### src/rtl/mem_arbiter.sv
// mem_arbiter: shares one byte-wide synchronous RAM port between the
// instruction-fetch requester (IF, read-only) and the data-memory requester
// (ME, read/write with byte enables).
//
// Each 32-bit access is split into four little-endian byte accesses on the
// RAM port. Read bytes return one cycle after their address and are
// reassembled into the granted requester's data register.
//
// Transaction timing, counted from the IDLE cycle T that accepts a request:
//   read : RD in T+1..T+5 (cnt 0..4), DONE in T+6
//   write: WR in T+1..T+4 (cnt 0..3), DONE in T+5
//
// Optional build macro: MEM_ARB_RR_EN
//   undefined : ME has fixed priority over IF on a tie
//   defined   : on a tie, grant the requester not served last (resets to IF,
//               so ME wins the first tie)
module mem_arbiter #(
  parameter int ADDR_W = 32
) (
  input  logic              clk,
  input  logic              rst,
  // instruction-fetch requester
  input  logic              if_req_i,
  input  logic [ADDR_W-1:0] if_addr_i,
  output logic [31:0]       if_data_o,
  output logic              if_done_o,
  output logic              if_stall_req_o,
  // data-memory requester
  input  logic              me_req_i,
  input  logic              me_we_i,
  input  logic [ADDR_W-1:0] me_addr_i,
  input  logic [3:0]        me_sel_i,
  input  logic [31:0]       me_w_data_i,
  output logic [31:0]       me_r_data_o,
  output logic              me_done_o,
  output logic              me_stall_req_o,
  // byte-wide RAM port
  output logic [ADDR_W-1:0] mem_addr_o,
  output logic [7:0]        mem_w_data_o,
  output logic              mem_we_o,
  input  logic [7:0]        mem_r_data_i
);

  typedef enum logic [1:0] {
    S_IDLE,
    S_RD,
    S_WR,
    S_DONE
  } state_t;

  typedef enum logic {
    G_IF,
    G_ME
  } grant_t;

  // transaction state
  state_t            r_state;
  logic [2:0]        r_cnt;
  grant_t            r_grant;
  logic [ADDR_W-1:0] r_base;
  logic [3:0]        r_sel;
  logic [31:0]       r_w_data;

  // registered outputs
  logic [ADDR_W-1:0] r_mem_addr;
  logic [7:0]        r_mem_w_data;
  logic              r_mem_we;
  logic [31:0]       r_if_data;
  logic [31:0]       r_me_r_data;
  logic              r_if_done;
  logic              r_me_done;

`ifdef MEM_ARB_RR_EN
  // requester served by the most recently accepted transaction
  grant_t            r_last_grant;
`endif

  // arbitration and accept-time values
  logic              w_any_req;
  logic              w_grant_me;
  logic [ADDR_W-1:0] w_acc_addr;
  logic              w_acc_we;

  // byte-sequencing helpers
  logic [2:0]        w_cnt_inc;
  logic [ADDR_W-1:0] w_next_addr;
  logic [1:0]        w_rd_byte;
  logic [1:0]        w_wr_byte;
  logic [7:0]        w_next_w_byte;

  // Pick the requester to serve when IDLE and mux its request fields.
  always_comb begin
    w_any_req = if_req_i | me_req_i;
`ifdef MEM_ARB_RR_EN
    if (if_req_i && me_req_i) begin
      w_grant_me = (r_last_grant == G_IF);
    end else begin
      w_grant_me = me_req_i;
    end
`else
    w_grant_me = me_req_i;
`endif
    w_acc_addr = w_grant_me ? me_addr_i : if_addr_i;
    // IF is read-only, so only an ME grant can start a write
    w_acc_we   = w_grant_me & me_we_i;
  end

  // Derive next byte address and byte lanes from the byte counter.
  always_comb begin
    w_cnt_inc     = r_cnt + 3'd1;
    // wraps modulo 2^ADDR_W, so a word may straddle the top of memory
    w_next_addr   = r_base + ADDR_W'(w_cnt_inc);
    // read byte returned in cycle cnt belongs to lane cnt-1 (cnt 1..4 -> 0..3)
    w_rd_byte     = r_cnt[1:0] - 2'd1;
    // next write lane is the one after the current cnt
    w_wr_byte     = w_cnt_inc[1:0];
    w_next_w_byte = r_w_data[{w_wr_byte, 3'b000} +: 8];
  end

  // Arbitration FSM, byte sequencing, read reassembly and done pulses.
  // NOTE: sequential state is written only with <= so every register samples
  // the pre-edge values of its neighbours; mixing = here would create races.
  always_ff @(posedge clk) begin
    if (rst) begin
      r_state      <= S_IDLE;
      r_cnt        <= 3'd0;
      r_grant      <= G_IF;
      r_base       <= '0;
      r_sel        <= 4'b0000;
      r_w_data     <= 32'd0;
      r_mem_addr   <= '0;
      r_mem_w_data <= 8'd0;
      r_mem_we     <= 1'b0;
      r_if_data    <= 32'd0;
      r_me_r_data  <= 32'd0;
      r_if_done    <= 1'b0;
      r_me_done    <= 1'b0;
`ifdef MEM_ARB_RR_EN
      r_last_grant <= G_IF;
`endif
    end else begin
      // done outputs are single-cycle pulses unless set below
      r_if_done <= 1'b0;
      r_me_done <= 1'b0;

      case (r_state)
        S_IDLE: begin
          r_mem_we <= 1'b0;
          if (w_any_req) begin
            r_grant    <= w_grant_me ? G_ME : G_IF;
            r_base     <= w_acc_addr;
            r_sel      <= me_sel_i;
            r_w_data   <= me_w_data_i;
            r_cnt      <= 3'd0;
            // byte 0 is presented in the first RD/WR cycle
            r_mem_addr <= w_acc_addr;
            if (w_acc_we) begin
              r_mem_w_data <= me_w_data_i[7:0];
              r_mem_we     <= me_sel_i[0];
              r_state      <= S_WR;
            end else begin
              r_state      <= S_RD;
            end
`ifdef MEM_ARB_RR_EN
            r_last_grant <= w_grant_me ? G_ME : G_IF;
`endif
          end
        end

        S_RD: begin
          r_mem_we <= 1'b0;
          if (r_cnt != 3'd0) begin
            if (r_grant == G_ME) begin
              r_me_r_data[{w_rd_byte, 3'b000} +: 8] <= mem_r_data_i;
            end else begin
              r_if_data[{w_rd_byte, 3'b000} +: 8]   <= mem_r_data_i;
            end
          end
          // addresses for bytes 1..3; the last address simply holds
          if (r_cnt < 3'd3) begin
            r_mem_addr <= w_next_addr;
          end
          if (r_cnt == 3'd4) begin
            r_state <= S_DONE;
            if (r_grant == G_ME) begin
              r_me_done <= 1'b1;
            end else begin
              r_if_done <= 1'b1;
            end
          end else begin
            r_cnt <= w_cnt_inc;
          end
        end

        S_WR: begin
          if (r_cnt == 3'd3) begin
            r_mem_we  <= 1'b0;
            r_state   <= S_DONE;
            r_me_done <= 1'b1;
          end else begin
            r_mem_addr   <= w_next_addr;
            r_mem_w_data <= w_next_w_byte;
            // disabled lanes still take a cycle, just without a strobe
            r_mem_we     <= r_sel[w_wr_byte];
            r_cnt        <= w_cnt_inc;
          end
        end

        S_DONE: begin
          r_mem_we <= 1'b0;
          r_state  <= S_IDLE;
        end

        default: begin
          r_mem_we <= 1'b0;
          r_state  <= S_IDLE;
        end
      endcase
    end
  end

  // Stall requests drop in the cycle the done pulse is seen.
  assign if_stall_req_o = if_req_i & ~r_if_done;
  assign me_stall_req_o = me_req_i & ~r_me_done;

  assign if_data_o    = r_if_data;
  assign if_done_o    = r_if_done;
  assign me_r_data_o  = r_me_r_data;
  assign me_done_o    = r_me_done;
  assign mem_addr_o   = r_mem_addr;
  assign mem_w_data_o = r_mem_w_data;
  assign mem_we_o     = r_mem_we;

endmodule

### config.mk
export PLATFORM = sky130hd
export DESIGN_NAME = mem_arbiter
export DESIGN_NICKNAME = d
export VERILOG_FILES = /design/src/rtl/mem_arbiter.sv
export SDC_FILE = /design/constraint.sdc
export NUM_CORES = 1
export LEC_CHECK = 0
export ABC_AREA = 1
export CAP_MARGIN = 25
export CORE_UTILIZATION = 30
export DETAILED_ROUTE_END_ITERATION = 16
export PLACE_DENSITY = 0.53
export SLEW_MARGIN = 20
export SYNTH_ARGS = -nofsm -noshare
export SYNTH_HDL_FRONTEND = slang
export SYNTH_SLANG_ARGS = --single-unit
### constraint.sdc
create_clock -name clk -period 8 [get_ports clk]
set_input_delay 0.8 -clock clk [delete_from_list [all_inputs] [get_ports clk]]
set_output_delay 0.8 -clock clk [all_outputs]
set_load 0.02 [all_outputs]
### Word level (Yosys, flattened, before mapping)

Index checks and enable logic that the tools add are counted.

* add/sub/neg operators: 4
* order comparisons: 2
* eq/ne operators: 12
* shift operators: 3
* multiplexer cells: 32
* bitwise operators: 9
* reduce and logical (&&, ||, !) cells: 13

Operators with widths (number)
* two-way mux 32 bit: 4
* case mux 32 bit (3 select lines): 1
* bitwise mux 32 bit: 2
* adder 32 x 3 -> 32 bit: 1
* variable shift 8 x 7 -> 32 bit, first input constant: 1
* variable part select 32 x 6 -> 8 bit: 1
* variable part select 8 x 7 -> 32 bit: 1
* two-way mux 8 bit: 3
* case mux 8 bit (2 select lines): 1
* != test 2 bit, second input constant: 7
* AND reduction 4 bit: 3
* two-way mux 1 bit: 9
* two-way mux 3 bit: 3
* case mux 3 bit (3 select lines): 1
* AND reduction 3 bit: 3
* two-way mux 2 bit: 4
* case mux 2 bit (4 select lines): 1
* negator 5 -> 7 bit: 1
* nonzero test 3 bit: 2
* NOT 1 bit: 5
* == test 2 bit, second input constant: 2
* adder 3 x 1 -> 3 bit, second input constant: 1
* AND 1 bit: 3
* == test 3 x 2 -> 1 bit, second input constant: 1
* 14 further kinds: 14

* register bits after elaboration: 181
* input bits: 113
* output and inout port bits: 109
* logic and storage cells: 88

### Depth between registers and ports, before layout

* depth in word-level cells: 5
* mapped depth: 15
* depth with buffers taken out: 14

### Worst setup path before layout

Ideal clock, no wire load.

* kind: register to register
* start: register r_cnt[0]
* end: register r_mem_addr[30] (netlist: mem_addr_o[30])
* library setup time: 0.132 ns
* arrival: 2.447 ns
* data required time: 7.868 ns
* path slack: 5.420 ns
* stages on the path, launching flop included: 16
* path buffers: 1
* period minus slack after synthesis: 2.580 ns
* cell sequence: dfxtp_1 -> inv_1 -> ha_1 -> buf_2 -> clkinv_1 -> fa_1 -> inv_1 -> nand3_1 -> nand2_1 -> nand2_1 -> nor2_1 -> nand2_1 -> nand2_1 -> nand3_1 -> nand2_1 -> a21oi_1

* cells in the longest elaborated chain, start to end: 4
* elaborated cells on any way between the ends: 10
* classes of those cells: 2 x add/sub; 1 x order compare; 3 x eq/ne; 3 x mux; 1 x reduce/logical

RTL lines
* start, declared: line 58 `logic [2:0] r_cnt;`
* start signal, assigned: line 191 `r_cnt <= w_cnt_inc;`
* start signal, assigned: line 205 `r_cnt <= w_cnt_inc;`
* adder 3 x 1 -> 3 bit: line 110 `w_cnt_inc = r_cnt + 3'd1;`
* adder 32 x 3 -> 32 bit: line 112 `w_next_addr = r_base + ADDR_W'(w_cnt_inc);`
* two-way mux 32 bit, on equally long branches: line 196, 180
* case mux 32 bit (3 select lines): line 146 `case (r_state)`
* end signal, assigned: line 156 `r_mem_addr <= w_acc_addr;`
* end signal, assigned: line 181 `r_mem_addr <= w_next_addr;`
* end signal, assigned: line 201 `r_mem_addr <= w_next_addr;`
* end, declared: line 65 `logic [ADDR_W-1:0] r_mem_addr;`

Several ways; a longest one is shown, not always the timed one. The select of a mux whose other input is x is not followed.
A chain may end at the register's enable or synchronous reset.

### Final worst setup path

Same ends and word-level chain as after synthesis.

==> run metrics <==
Hold Vio Cnt, Final 0; number of antenna violations at the first check in global routing 0; leading cell type in the layout, fill and taps excluded sky130_fd_sc_hd__nand2_1; combinational family with the most area after synthesis simple AND/OR/NAND/NOR gates; die outline height 172 um; Synthesis Warnings 0; global-route wire length before repair 45000 um; routed length per instance 15.8 um; # Max-Cap Violations 0; max_slew headroom 32.1%; floorplan die area 29700 um^2; number of input and output port buffers inserted 221; startpoint types flip-flop; count of cells along the worst register-to-register path 14; CTS sink cnt 181; part of the Yosys area used for sequential elements 41.6%; highest fanout seen on the critical path 14; Post-layout nets 1598; count of filler cells inserted in the layout 2956; Hold WC Path Type reg -> reg; cell family with most CP delay adder cells; count of TritonRoute iterations in the first routing pass 5; CORE AREA 28600 um^2; total negative slack 0 ns; placement-stage cell area 11200 um^2; synthesized cell area between 8000 and 9000 um^2; Buffers & Inverters on Critical Path 3; register clock-pin slew on the reported worst setup and hold paths 0.08 ns; actual slew at the worst max-slew pin about 1.0 ns; layout-stage area growth over the synthesis result 35.3%; quantity of hold-fixing buffers added after cts 0; TritonCTS Buffers 17; post-layout instance area 11800 um^2; area leader, netlist sky130_fd_sc_hd__dfxtp_1; RSZ-0062 raised after global routing no; Avg Cell Area, Syn 6.79 um^2; Static Leak 4.61 nW; FP Rows 62; WS Path Type reg -> reg; number of storage elements in the synthesis netlist 181; portion of netlist area occupied by mux cells 1.61%; adder and majority gate portion of the synthesized area 2.24%; share of the cycle needed by the critical path after routing ~43%; gpl congestion 0.876; Initial Util 30.4%; Cells after Synth 1284; number of global-route vias before repair 8215; cell occurring most often along the worst timing path sky130_fd_sc_hd__nand2_1; CTS H-tree lvls 4; main area contributors after synthesis sky130_fd_sc_hd__dfxtp_1, sky130_fd_sc_hd__nand2_1, sky130_fd_sc_hd__nor2_1; wire length reported by the detailed router 29500 um; Worst IR Drop VDD 0.000169 V; number of gates resized after CTS 0; maximum cell stage delay along the critical path 0.62 ns; worst hold path startpoint r_w_data[15]; depth of the worst hold-timing path 2; critical path required time 8.27 ns; cell chain of the critical path inv_1 > ha_1 > clkinv_1 > fa_1 > inv_1 > nand3_1 > nand2_1 > nand2_1 > nor2_1 > nand2_1 > nand2_1 > nand3_1 > nand2_1 > a21oi_1; dpl ws 4.62 ns; final global-route overflow total 0; Setup-failing EPs final 0; number of distinct library cell variants in the gate-level netlist after synthesis 38; number of max-slew violations in the final report 0; Fmax achieved just under 300 MHz; CP max stage cell sky130_fd_sc_hd__dfxtp_1; power per cell area between 300 and 400 nW/um^2; Min Clock Period, post-route 3.43 ns; total number of vias 8848; final routed DRC violation total 0; largest net degree at the start of global routing 102; synthesized-area fraction occupied by ao, oa, aoi and oai cells 16.9%; clock root buffer master sky130_fd_sc_hd__clkbuf_16; area share of the largest cell type after synthesis 41.6%; GR Util All Layers 19.8%; worst hold slack 0.455 ns; Worst R2R Start r_cnt[0]; first-iteration detailed-routing DRC count between 500 and 600; clock buffer depth 2; worst-case clock skew 0.0158 ns; insertion delay of the later-clocked pin in the worst-skew pair ~0.44 ns; Worst Hold End r_w_data[15]; FF-to-FF End mem_addr_o[30]; half-perimeter wire length after detailed placement 20900 um; Final Worst Setup Slack 4.57 ns; number of I/O pins 222; area share of xor/xnor cells in the synthesized design less than 1%; post-detailed-route count of antenna-violating nets 0; number of setup buffers added after CTS 0; # diodes 0; simple-gate area share of the yosys netlist 29.8%; kind of capture point of the worst setup path flip-flop; fraction of final layout cells with drive strength greater than 1 5.12%; run status complete, no violations; Die X 172 um; clock tree from TritonCTS done; register-to-register setup slack 4.57 ns; net count of the mapped netlist around 1400; Via-to-Cell Ratio 4.74; arrival time of data at the critical path endpoint roughly 3.7 ns; most frequent cells in the layout sky130_fd_sc_hd__nand2_1, sky130_fd_sc_hd__nor2_1, sky130_fd_sc_hd__clkdlybuf4s50_1, sky130_fd_sc_hd__dfxtp_1, sky130_fd_sc_hd__a21oi_1
## synth_stat cells, drive strengths merged
cell type  number
a211oi         21
a21o            1
a21oi         135
a31oi           1
buf            29
clkbuf         32
clkinv          2
dfxtp         181
fa              1
ha             14
inv            89
mux2i          14
nand2         317
nand3          63
nand3b          1
nand4          11
nor2          244
nor3            2
o211ai          2
o21ai         113
o21bai          1
o22ai           3
or2             1
xnor2           2
xor2            4
## per-layer routing
metal | track usage (%) | part of all wire [%] | vias up
met4 | 5.16 | 1.6 | 0
met1 | 25.6 | 45 | 4029
met3 | 3.20 | 4.6 | 24
met5 | 0 | 0 | -
met2 | 34.0 | 49 | 253
li1 | - | - | 4542
## worst max-delay path by stage
stage | startpoint | endpoint | slack, ns | depth (start not counted)
detailed placement | r_cnt[0] | mem_addr_o[30] | 4.62 | 14
global placement | r_cnt[0] | mem_addr_o[30] | 4.75 | 14
CTS | r_cnt[0] | mem_addr_o[30] | 4.57 | 14
floorplan | r_cnt[0] | mem_addr_o[30] | 5.42 | 15
global route | r_cnt[0] | mem_addr_o[30] | 4.16 | 14
finish | r_cnt[0] | mem_addr_o[30] | 4.57 | 14
## worst reg2reg max path, cell delays in order (launching register included)
cell	delay, ns
sky130_fd_sc_hd__dfxtp_1	0.62
sky130_fd_sc_hd__inv_1	0.28
sky130_fd_sc_hd__ha_1	0.52
sky130_fd_sc_hd__clkinv_1	0.33
sky130_fd_sc_hd__fa_1	0.50
sky130_fd_sc_hd__inv_1	0.09
sky130_fd_sc_hd__nand3_1	0.07
sky130_fd_sc_hd__nand2_1	0.17
sky130_fd_sc_hd__nand2_1	0.17
sky130_fd_sc_hd__nor2_1	0.21
sky130_fd_sc_hd__nand2_1	0.07
sky130_fd_sc_hd__nand2_1	0.06
sky130_fd_sc_hd__nand3_1	0.06
sky130_fd_sc_hd__nand2_1	0.09
sky130_fd_sc_hd__a21oi_1	0.05
## sequential cells by signal, indices dropped and copies added, names as in the netlist
signal        count
if_data_o        32
if_done_o         1
me_done_o         1
me_r_data_o      32
mem_addr_o       32
mem_w_data_o      8
mem_we_o          1
r_base           32
r_cnt             3
r_grant           1
r_sel             4
r_state           2
r_w_data         32
## final cells by class
class	instances	area, um^2	share of cell area [%]
clock buffers	17	425	3.61
clock inverters	15	198	1.68
inverters	91	345	2.93
multi-input cells	951	4460	37.8
flip-flops and latches	181	3620	30.7
well taps	384	480	4.08
repair buffers	228	2250	19.1
## cells by family after synthesis
logic type / count (synthesis)
AND/OR/NAND/NOR: 639
AO/OA/AOI/OAI: 277
flip-flops: 181
buffers and inverters: 152
adder cells (fa/ha/maj): 15
multiplexers: 14
XOR/XNOR: 6
## where the power goes
| part | leakage, nW | switching (mW) | total (mW) | internal (mW) |
|---|---|---|---|---|
| Sequential | 1.49 | 0.173 | 1.30 | 1.13 |
| Combinational | 2.83 | 1.08 | 1.66 | 0.578 |
| Clock | 0.297 | 0.450 | 0.881 | 0.431 |
## stage by stage
step	instances	power, mW	utilization, %
6_report	1867	3.84	41.2
5_1_grt	1867	4.12	41.2
4_1_cts	1867	3.88	41.2
3_5_place_dp	1835	2.99	39.0
3_3_place_gp	1835	2.99	39.0
2_1_floorplan	1284	2.38	-
(Power assumes the default switching activity.)
